`config.mk`:
```
export PLATFORM = sky130hd
export DESIGN_NAME = mult_batch_engine_flat
export DESIGN_NICKNAME = d
export VERILOG_FILES = /design/src/rtl/mult_batch_engine_pkg.sv /design/src/rtl/mult_batch_engine_if.sv /design/src/rtl/mult_batch_engine_mult_pipe.sv /design/src/rtl/mult_batch_engine.sv /design/src/flat_wrapper.sv
export SDC_FILE = /design/constraint.sdc
export NUM_CORES = 2
export LEC_CHECK = 0
export BUFFER_PORTS_ARGS = -buffer_cell sky130_fd_sc_hd__buf_2
export CORE_AREA = 2 2 408 410
export CTS_CLUSTER_SIZE = 14
export DETAILED_ROUTE_END_ITERATION = 12
export DIE_AREA = 0 0 410 412
export GPL_ROUTABILITY_DRIVEN = 0
export PLACE_DENSITY = 0.6
export SYNTH_ARGS = -nofsm -noshare
export SYNTH_HDL_FRONTEND = slang
export SYNTH_SLANG_ARGS = --single-unit
```
`constraint.sdc`:
```
create_clock -name clk -period 15 [get_ports clk]
set_input_delay 2.25 -clock clk [delete_from_list [all_inputs] [get_ports clk]]
set_output_delay 2.25 -clock clk [all_outputs]
set_load 0.03 [all_outputs]
```
`src/rtl/mult_batch_engine_pkg.sv`:
```
// Shared types and constants for the batch multiplier engine.
// Optional overflow reporting is enabled with MULT_BATCH_OVF_EN (see mult_batch_engine).
package mult_batch_pkg;

    localparam int LINE_BITS = 512;

    typedef enum logic [1:0] {
        ST_IDLE,
        ST_ISSUE,
        ST_DRAIN,
        ST_OUTPUT
    } t_mbe_state;

    // Wide enough for the largest possible lane count (DATA_LEN=1 on a 512-bit line).
    typedef logic [7:0] t_lane_idx;

    function automatic int lanes_f(input int data_len, input int line_bits = LINE_BITS);
        return line_bits / (2 * data_len);
    endfunction

endpackage

```
`src/rtl/mult_batch_engine_if.sv`:
```
// Line-in / line-out valid-ready bus between the CCI-P logic and the batch multiplier engine.
interface mult_batch_engine_if #(
    parameter int DATA_LEN  = 32,
    parameter int LINE_BITS = mult_batch_pkg::LINE_BITS
);
    import mult_batch_pkg::*;

    localparam int LANES = lanes_f(DATA_LEN, LINE_BITS);
    localparam int CNT_W = $clog2(LANES + 1);

    logic                 in_valid;
    logic                 in_ready;
    logic [LINE_BITS-1:0] in_data;
    logic [CNT_W-1:0]     in_count;
    logic                 out_valid;
    logic                 out_ready;
    logic [LINE_BITS-1:0] out_data;
    logic [CNT_W-1:0]     out_count;
    logic [LANES-1:0]     ovf_mask;

    modport master (
        output in_valid, in_data, in_count, out_ready,
        input  in_ready, out_valid, out_data, out_count, ovf_mask
    );

    modport slave (
        input  in_valid, in_data, in_count, out_ready,
        output in_ready, out_valid, out_data, out_count, ovf_mask
    );

endinterface

```
`src/rtl/mult_batch_engine_mult_pipe.sv`:
```
// PIPELINE_STAGE-deep registered multiplier with valid and lane-tag sideband.
// Only the valid chain is reset/flushed; data registers are don't-care while invalid.
module mult_pipe
    import mult_batch_pkg::*;
#(
    parameter int DATA_LEN       = 32,
    parameter int PROD_W         = 32,
    parameter int PIPELINE_STAGE = 2
) (
    input  logic                clk,
    input  logic                rst_n,
    input  logic                flush_i,
    input  logic                valid_i,
    input  t_lane_idx           tag_i,
    input  logic [DATA_LEN-1:0] a_i,
    input  logic [DATA_LEN-1:0] b_i,
    output logic                valid_o,
    output t_lane_idx           tag_o,
    output logic [PROD_W-1:0]   prod_o
);

    logic [PIPELINE_STAGE-1:0] vld_q;
    logic [PROD_W-1:0]         prod_q [PIPELINE_STAGE];
    t_lane_idx                 tag_q  [PIPELINE_STAGE];
    logic [PROD_W-1:0]         prod;

    // PROD_W of DATA_LEN keeps only the wrapped low half of the product.
    assign prod = PROD_W'(a_i) * PROD_W'(b_i);

    always_ff @(posedge clk or negedge rst_n) begin
        if (!rst_n) begin
            vld_q <= '0;
        end else if (flush_i) begin
            vld_q <= '0;
        end else begin
            vld_q[0] <= valid_i;
            for (int s = 1; s < PIPELINE_STAGE; s++) begin
                vld_q[s] <= vld_q[s-1];
            end
        end
    end

    always_ff @(posedge clk) begin
        prod_q[0] <= prod;
        tag_q[0]  <= tag_i;
        for (int s = 1; s < PIPELINE_STAGE; s++) begin
            prod_q[s] <= prod_q[s-1];
            tag_q[s]  <= tag_q[s-1];
        end
    end

    assign valid_o = vld_q[PIPELINE_STAGE-1];
    assign tag_o   = tag_q[PIPELINE_STAGE-1];
    assign prod_o  = prod_q[PIPELINE_STAGE-1];

endmodule

```
`src/rtl/mult_batch_engine.sv`:
```
// Batch multiplier engine: takes one line of operand pairs, issues them through mult_pipe, returns one result line.
// Define MULT_BATCH_OVF_EN to form full-width products and report per-lane overflow in ovf_mask.
module mult_batch_engine #(
    parameter int DATA_LEN       = 32,
    parameter int PIPELINE_STAGE = 2,
    parameter int ISSUE_INTERVAL = 1,
    parameter int LINE_BITS      = mult_batch_pkg::LINE_BITS
) (
    input  logic              clk,
    input  logic              reset_n,
    input  logic              soft_clear,
    mult_batch_engine_if.slave bus,
    output logic              busy
);
    import mult_batch_pkg::*;

    localparam int LANES  = lanes_f(DATA_LEN, LINE_BITS);
    localparam int CNT_W  = $clog2(LANES + 1);
    localparam int INTV_W = (ISSUE_INTERVAL > 1) ? $clog2(ISSUE_INTERVAL) : 1;
`ifdef MULT_BATCH_OVF_EN
    localparam int PROD_W = 2 * DATA_LEN;
`else
    localparam int PROD_W = DATA_LEN;
`endif

    t_mbe_state           state_q, state_d;
    logic [LINE_BITS-1:0] data_q, data_d;
    logic [CNT_W-1:0]     count_q, count_d;
    logic [CNT_W-1:0]     issue_q, issue_d;
    logic [CNT_W-1:0]     ret_q, ret_d;
    logic [INTV_W-1:0]    intv_q, intv_d;
    logic [DATA_LEN-1:0]  res_q [LANES];
    logic [DATA_LEN-1:0]  res_d [LANES];
    logic [LANES-1:0]     ovf_q, ovf_d;

    logic                 iss_valid;
    t_lane_idx            iss_tag;
    logic [DATA_LEN-1:0]  iss_a, iss_b;
    logic                 ret_valid;
    t_lane_idx            ret_tag;
    logic [PROD_W-1:0]    ret_prod;
    logic                 ret_ovf;
    logic [CNT_W-1:0]     cnt_clamped;
    logic [LINE_BITS-1:0] out_line;

`ifdef MULT_BATCH_OVF_EN
    assign ret_ovf = |ret_prod[PROD_W-1:DATA_LEN];
`else
    assign ret_ovf = 1'b0;
`endif

    assign cnt_clamped = (bus.in_count > CNT_W'(LANES)) ? CNT_W'(LANES) : bus.in_count;
    assign iss_tag     = t_lane_idx'(issue_q);

    always_comb begin
        iss_a = '0;
        iss_b = '0;
        for (int i = 0; i < LANES; i++) begin
            if (issue_q == CNT_W'(i)) begin
                iss_a = data_q[(2*i)*DATA_LEN +: DATA_LEN];
                iss_b = data_q[(2*i+1)*DATA_LEN +: DATA_LEN];
            end
        end
    end

    mult_pipe #(
        .DATA_LEN      (DATA_LEN),
        .PROD_W        (PROD_W),
        .PIPELINE_STAGE(PIPELINE_STAGE)
    ) u_pipe (
        .clk    (clk),
        .rst_n  (reset_n),
        .flush_i(soft_clear),
        .valid_i(iss_valid),
        .tag_i  (iss_tag),
        .a_i    (iss_a),
        .b_i    (iss_b),
        .valid_o(ret_valid),
        .tag_o  (ret_tag),
        .prod_o (ret_prod)
    );

    always_comb begin
        state_d   = state_q;
        data_d    = data_q;
        count_d   = count_q;
        issue_d   = issue_q;
        ret_d     = ret_q;
        intv_d    = intv_q;
        res_d     = res_q;
        ovf_d     = ovf_q;
        iss_valid = 1'b0;

        // Early lanes can return while later ones are still being issued.
        if (ret_valid && (state_q == ST_ISSUE || state_q == ST_DRAIN)) begin
            for (int i = 0; i < LANES; i++) begin
                if (ret_tag == t_lane_idx'(i)) begin
                    res_d[i] = ret_prod[DATA_LEN-1:0];
                    ovf_d[i] = ret_ovf;
                end
            end
            ret_d = ret_q + CNT_W'(1);
        end

        case (state_q)
            ST_IDLE: begin
                if (bus.in_valid) begin
                    data_d  = bus.in_data;
                    count_d = cnt_clamped;
                    issue_d = '0;
                    ret_d   = '0;
                    intv_d  = '0;
                    res_d   = '{default: '0};
                    ovf_d   = '0;
                    state_d = (cnt_clamped == '0) ? ST_OUTPUT : ST_ISSUE;
                end
            end
            ST_ISSUE: begin
                if (intv_q == '0) begin
                    iss_valid = 1'b1;
                    intv_d    = INTV_W'(ISSUE_INTERVAL - 1);
                    issue_d   = issue_q + CNT_W'(1);
                    if (issue_q == count_q - CNT_W'(1)) begin
                        state_d = ST_DRAIN;
                    end
                end else begin
                    intv_d = intv_q - INTV_W'(1);
                end
            end
            ST_DRAIN: begin
                if (ret_d == count_q) begin
                    state_d = ST_OUTPUT;
                end
            end
            ST_OUTPUT: begin
                if (bus.out_ready) begin
                    state_d = ST_IDLE;
                end
            end
            default: state_d = ST_IDLE;
        endcase

        if (soft_clear) begin
            state_d   = ST_IDLE;
            count_d   = '0;
            issue_d   = '0;
            ret_d     = '0;
            intv_d    = '0;
            res_d     = '{default: '0};
            ovf_d     = '0;
            iss_valid = 1'b0;
        end
    end

    always_ff @(posedge clk or negedge reset_n) begin
        if (!reset_n) begin
            state_q <= ST_IDLE;
            data_q  <= '0;
            count_q <= '0;
            issue_q <= '0;
            ret_q   <= '0;
            intv_q  <= '0;
            res_q   <= '{default: '0};
            ovf_q   <= '0;
        end else begin
            state_q <= state_d;
            data_q  <= data_d;
            count_q <= count_d;
            issue_q <= issue_d;
            ret_q   <= ret_d;
            intv_q  <= intv_d;
            res_q   <= res_d;
            ovf_q   <= ovf_d;
        end
    end

    always_comb begin
        out_line = '0;
        for (int i = 0; i < LANES; i++) begin
            out_line[i*DATA_LEN +: DATA_LEN] = res_q[i];
        end
    end

    assign bus.in_ready  = (state_q == ST_IDLE);
    assign bus.out_valid = (state_q == ST_OUTPUT);
    assign bus.out_data  = out_line;
    assign bus.out_count = count_q;
    assign bus.ovf_mask  = ovf_q;
    assign busy          = (state_q != ST_IDLE);

endmodule

```
`src/flat_wrapper.sv`:
```
// flat-port wrapper written by rule: the top's interface ports become plain ports
module mult_batch_engine_flat import mult_batch_pkg::*;
#(
    parameter int DATA_LEN       = 32,
    parameter int PIPELINE_STAGE = 2,
    parameter int ISSUE_INTERVAL = 1,
    parameter int LINE_BITS      = mult_batch_pkg::LINE_BITS
)
  (clk, reset_n, soft_clear, busy, bus_in_valid, bus_in_data, bus_in_count, bus_out_ready, bus_in_ready, bus_out_valid, bus_out_data, bus_out_count, bus_ovf_mask);
  mult_batch_engine_if #(.DATA_LEN(DATA_LEN), .LINE_BITS(LINE_BITS)) bus_i ();
  input  logic clk;
  input  logic reset_n;
  input  logic soft_clear;
  output logic busy;
  input wire logic [$bits(bus_i.in_valid)-1:0] bus_in_valid;
  input wire logic [$bits(bus_i.in_data)-1:0] bus_in_data;
  input wire logic [$bits(bus_i.in_count)-1:0] bus_in_count;
  input wire logic [$bits(bus_i.out_ready)-1:0] bus_out_ready;
  output wire logic [$bits(bus_i.in_ready)-1:0] bus_in_ready;
  output wire logic [$bits(bus_i.out_valid)-1:0] bus_out_valid;
  output wire logic [$bits(bus_i.out_data)-1:0] bus_out_data;
  output wire logic [$bits(bus_i.out_count)-1:0] bus_out_count;
  output wire logic [$bits(bus_i.ovf_mask)-1:0] bus_ovf_mask;
  assign bus_i.in_valid = bus_in_valid;
  assign bus_i.in_data = bus_in_data;
  assign bus_i.in_count = bus_in_count;
  assign bus_i.out_ready = bus_out_ready;
  assign bus_in_ready = bus_i.in_ready;
  assign bus_out_valid = bus_i.out_valid;
  assign bus_out_data = bus_i.out_data;
  assign bus_out_count = bus_i.out_count;
  assign bus_ovf_mask = bus_i.ovf_mask;
  mult_batch_engine #(.DATA_LEN(DATA_LEN), .PIPELINE_STAGE(PIPELINE_STAGE), .ISSUE_INTERVAL(ISSUE_INTERVAL), .LINE_BITS(LINE_BITS)) u_core (.clk(clk), .reset_n(reset_n), .soft_clear(soft_clear), .bus(bus_i), .busy(busy));
endmodule
```
# Yosys cells after proc, flatten, opt, wreduce, memory -nomap -nowiden
# Memory sizes are Yosys's and may differ from the RTL's.
# Cells that the tools add are included.
# classes
reduce_logical,15
n_div,0
n_shift,0
eq_ne,24
magnitude_cmp,1
multipliers,1
muxes,67
bitwise,0
addsub,4
# op_table
cell,count
2-to-1 mux 256 bit,4
2-to-1 mux 32 bit,24
2-to-1 mux 4 bit,11
== test 8 x 3 -> 1 bit (second input constant),4
multiplier 32 x 32 -> 32 bit,1
2-to-1 mux 8 bit,4
== test 4 x 3 -> 1 bit (second input constant),4
== test 8 x 2 -> 1 bit (second input constant),2
2-to-1 mux 2 bit,8
!= test 3 bit (second input constant),5
2-to-1 mux 1 bit,13
adder 4 x 1 -> 4 bit (second input constant),2
== test 4 x 2 -> 1 bit (second input constant),2
== test 4 bit,2
== test 8 x 1 -> 1 bit (second input constant),1
logical NOT 4 bit,2
logical NOT 8 bit,1
case mux 2 bit (4 select lines),1
case mux 4 bit (2 select lines),1
AND reduction 2 bit,3
nonzero test 2 bit,3
AND reduction 5 bit,1
== test 2 bit (second input constant),2
== test 4 x 1 -> 1 bit (second input constant),1
other kinds (10),10
# totals
rom_bits,0
register_bits,793
in_bits,521
ramBits,80
latch_bits,0
word_cells,130
n_memories,2
# mem_list
name,words,width,rd,rd_clocked_by_memory_dff,wr,line,rtl
u_core.u_pipe.prod_q,2,32,2,0,2,mult_batch_engine_mult_pipe.sv:23,logic [PROD_W-1:0] prod_q [PIPELINE_STAGE];
u_core.u_pipe.tag_q,2,8,2,0,2,mult_batch_engine_mult_pipe.sv:24,t_lane_idx tag_q [PIPELINE_STAGE];

# Logic depth before layout (Yosys ltp)
# logic_depth
depth_word,10
mapped_depth,43
mapped_depth_nobuf,35

# Hierarchy
# From an unflattened synthesis, not the netlist that was laid out.
# hier_totals
cells_unflattened,6587
hier_area_um2,55876.1
# by_module_without_submodules
module,n_inst,area_per_inst_um2,cells_per_inst
mult_batch_engine,1,38071.5,4745
mult_pipe,1,17804.6,1842

# Least setup slack after synthesis
# Ideal clock, no wire load.
# synth_path
kind,register to register
startpoint,register u_core.issue_q[0]
endpoint,memory u_core.u_pipe.prod_q[0][29]
path_stages_with_launch,39
required_time_ns,14.857
t_arrival_ns,8.972
setup_slack_ns,5.885
setup_time_ns,0.143
cell_sequence,dfrtp_1 > inv_1 > ha_1 > buf_2 > buf_4 > buf_2 > buf_4 > clkbuf_1 > buf_2 > nand2_1 > o21ai_0 > a221oi_1 > a211o_1 > clkbuf_1 > or2_2 > fa_1 > fa_1 > inv_1 > (+3 left out) > inv_1 > fa_1 > inv_1 > fa_1 > fa_1 > fa_1 > inv_1 > ha_1 > a21o_1 > a21o_1 > a21o_1 > or4_1 > nor2_1 > nor3_1 > o31a_1 > o21a_1 > o21ai_0 > o311ai_0
# synth_lines
element,line,rtl
from (decl),mult_batch_engine.sv:29,"logic [CNT_W-1:0] issue_q, issue_d;"
from (signal assigned),mult_batch_engine.sv:169,issue_q <= issue_d;
to (decl),mult_batch_engine_mult_pipe.sv:23,

==> metrics.txt <==
Die Ht=412 um; area of the multi-input gates=28500 um^2; WP data arrival=11.60 ns; max-slew violation count=0; GRT Overall Usage=0.245; ys flop type=dfrtp_1; critical path type=register to register; IO Pins=1048; setup TNS=0 ns; pin count of the biggest net entering global routing=211; final worst path period share=0.737; Via density=5.00; met2 Track Usage GR=0.389; Synth Register Bits=864; initial cell density of the core=0.329; post-synthesis mux area share=0.000371; largest area contributor in the netlist=dfrtp_1; hold_buf cts=0; Final Hold Violating Endpoints=0; Synth top area share=0.367; final core utilization=0.378; Critical Path Source Type=register; vias in the first global route=45700; met3 GRT Util=0.0449; compound-gate portion of the synthesized area=0.0846; register area share after synthesis=0.394; WL final=210 mm; outcome=completed; FF-to-FF setup slack=3.95 ns; area grow syn2layout=15.2%; post-synth cell types=83; CTS Buffer Depth=3; area share of fa/ha/maj cells after synthesis=0.182; Synth Area in XOR/XNOR=0.0163; initial antenna violation count=13; # resized after CTS=0; CP max-delay cell=a21o_1; Post-Layout Cell Count=9154; vias=45700; maximum clock rate=90.5 MHz; remaining global-route overflow=0; Final #Nets=7951; Die X-Extent=410 um; DRC Markers=0; IO buf count=791; largest stage delay on the critical path=0.75 ns; global-route wire length before repair=306 mm; Syn Inst Count=6315; most frequent cell after synthesis=nand2_1; Synth area leaders=dfrtp_1 37%, nand2_1 15%, fa_1 15%, buf_4 3.7%, a21oi_1 3.4%; DR pass1 iterations=6; Setup Buffers After CTS=0; Max-Cap Viols=0; layout cells sized above 1=0.166; Mapped Area=54000 um^2; RSZ-0062 raised after global routing=false; TritonCTS clock tree=yes; simple-gate share of the synthesized area=0.224; Top Usage Layer GRT=met2; Mean Syn Cell Area=8.55 um^2; worst min path class=register to register; Num CTS Buffers=96; DIE AREA=169000 um^2; DR WL/cell=23.0 um; post-synthesis async set-or-reset flop share=0.917; CP Data Required Time=15.55 ns; Root Driver=clkbuf_16; relative max-transition margin=0.0334; Std-Cell Rows=149; GR Layer Usage met1=0.307; Post-synth EDFFs=0; CTS H-tree depth=3; DP Cell Count=8980; antenna-violating nets left=0; initial drt markers=4472; Seq. cell area=21300 um^2; crit-path most repeated cell=fa_1; top cells by count, synth=2205 x nand2_1, 792 x dfrtp_1, 462 x inv_1, 408 x fa_1, 385 x nor2_1; CTS sink cnt=864; Clock transition at path regs=0.06 ns; total core area=164000 um^2; CP endpoint kind=register; worst skew pair latency=0.78 ns; post-layout min period=11.05 ns; actual slew at the worst max-slew pin=1.43 ns; final setup fails=0; main combinational cell family by area after synthesis=simple AND/OR/NAND/NOR gates; FILL cells=16900; Crit Path Max Fanout=65; count of synthesis-stage warnings from yosys=0; HPWL after DPL=160 mm; Clock Skew=0.0908 ns
==> registers in the layout, summed over array words and instances, names as in the netlist <==
name / count
u_core.state_q: 2
u_core.u_pipe.tag_q: 8
u_core.data_q: 512
u_core.u_pipe.prod_q: 64
u_core.u_pipe.vld_q: 2
u_core.bus.out_data: 256
u_core.ret_q: 4
u_core.bus.ovf_mask: 8
u_core.bus.out_count: 4
u_core.issue_q: 4
==> path summary, 6_finish.rpt <==
kind,from,cells after the start,endpoint
hold reg to reg,u_core.u_pipe.prod_q[0][21]$_DFF_P_,0,u_core.u_pipe.prod_q[0][53]$_DFF_P_
max in group asynchronous,reset_n,4,u_core.bus.out_data[141]$_DFF_PN0_
setup reg to reg,u_core.issue_q[1]$_DFFE_PN0P_,33,u_core.u_pipe.prod_q[0][29]$_DFF_P_
hold / removal,u_core.u_pipe.prod_q[0][21]$_DFF_P_,0,u_core.u_pipe.prod_q[0][53]$_DFF_P_
min in group asynchronous,reset_n,1,u_core.data_q[121]$_DFFE_PN0P_
setup / recovery,u_core.issue_q[1]$_DFFE_PN0P_,33,u_core.u_pipe.prod_q[0][29]$_DFF_P_
==> through the flow <==
step	hold slack, ns	setup WS (ns)	area, um^2
2_1_floorplan	0.310	5.88	54900
3_3_place_gp	0.312	4.45	58900
3_5_place_dp	0.312	4.22	58900
4_1_cts	0.327	4.14	62100
5_1_grt	0.329	3.51	62100
6_report	0.303	3.95	62200
==> layer usage <==
metal	wire, um	vias to the layer above
met5	44	-
met4	15700	6
met3	16600	524
met2	95600	2407
met1	82300	22500
li1	-	20300
==> layout by cell type, fill, tap and decap left out, drive strengths merged, types with 20 or more instances in the layout <==
cell type	netlist	final
nand2	2205	2205
buf	345	879
dfrtp	792	792
inv	462	468
fa	408	408
nor2	387	387
a21oi	364	364
conb	1	256
clkbuf	313	135
ha	133	133
o21ai	118	118
or2	88	88
dfxtp	72	72
nand2b	66	66
xnor2	63	63
o22ai	40	40
nand3b	37	37
a221oi	35	35
nand3	31	31
nor3	30	30
nor2b	27	27
clkinv	0	20
==> area by class of cell <==
cell class	count	share of cell area
Multi-Input combinational cell	4586	0.458
Clock inverter	35	0.00793
Antenna cell	4	0.000161
Inverter	462	0.0279
Clock buffer	135	0.0442
Tap cell	2189	0.0441
Sequential cell	864	0.342
Timing Repair Buffer	879	0.0753
==> critical path, delay by kind of cell, from the launching register on <==
| kind | cells | cell delay (ns) |
|---|---|---|
| AO/OA/AOI/OAI | 9 | 2.48 |
| adder cells (fa/ha/maj) | 10 | 4.95 |
| buffers and inverters | 8 | 1.57 |
| flip-flops | 1 | 0.48 |
| AND/OR/NAND/NOR | 6 | 1.24 |
==> kinds of logic after synthesis <==
kind of cell               after synthesis
AOI/OAI and AO/OA                      747
xor gates and xnor gates                89
adders and majority gates              541
buffers and inverters                 1120
DFF                                    864
muxes                                    2
other                                    1
and+or+nand+nor                       2951
Power is not shown: default switching activity piles up to over one toggle a cycle in this logic, so the estimate is an artifact.
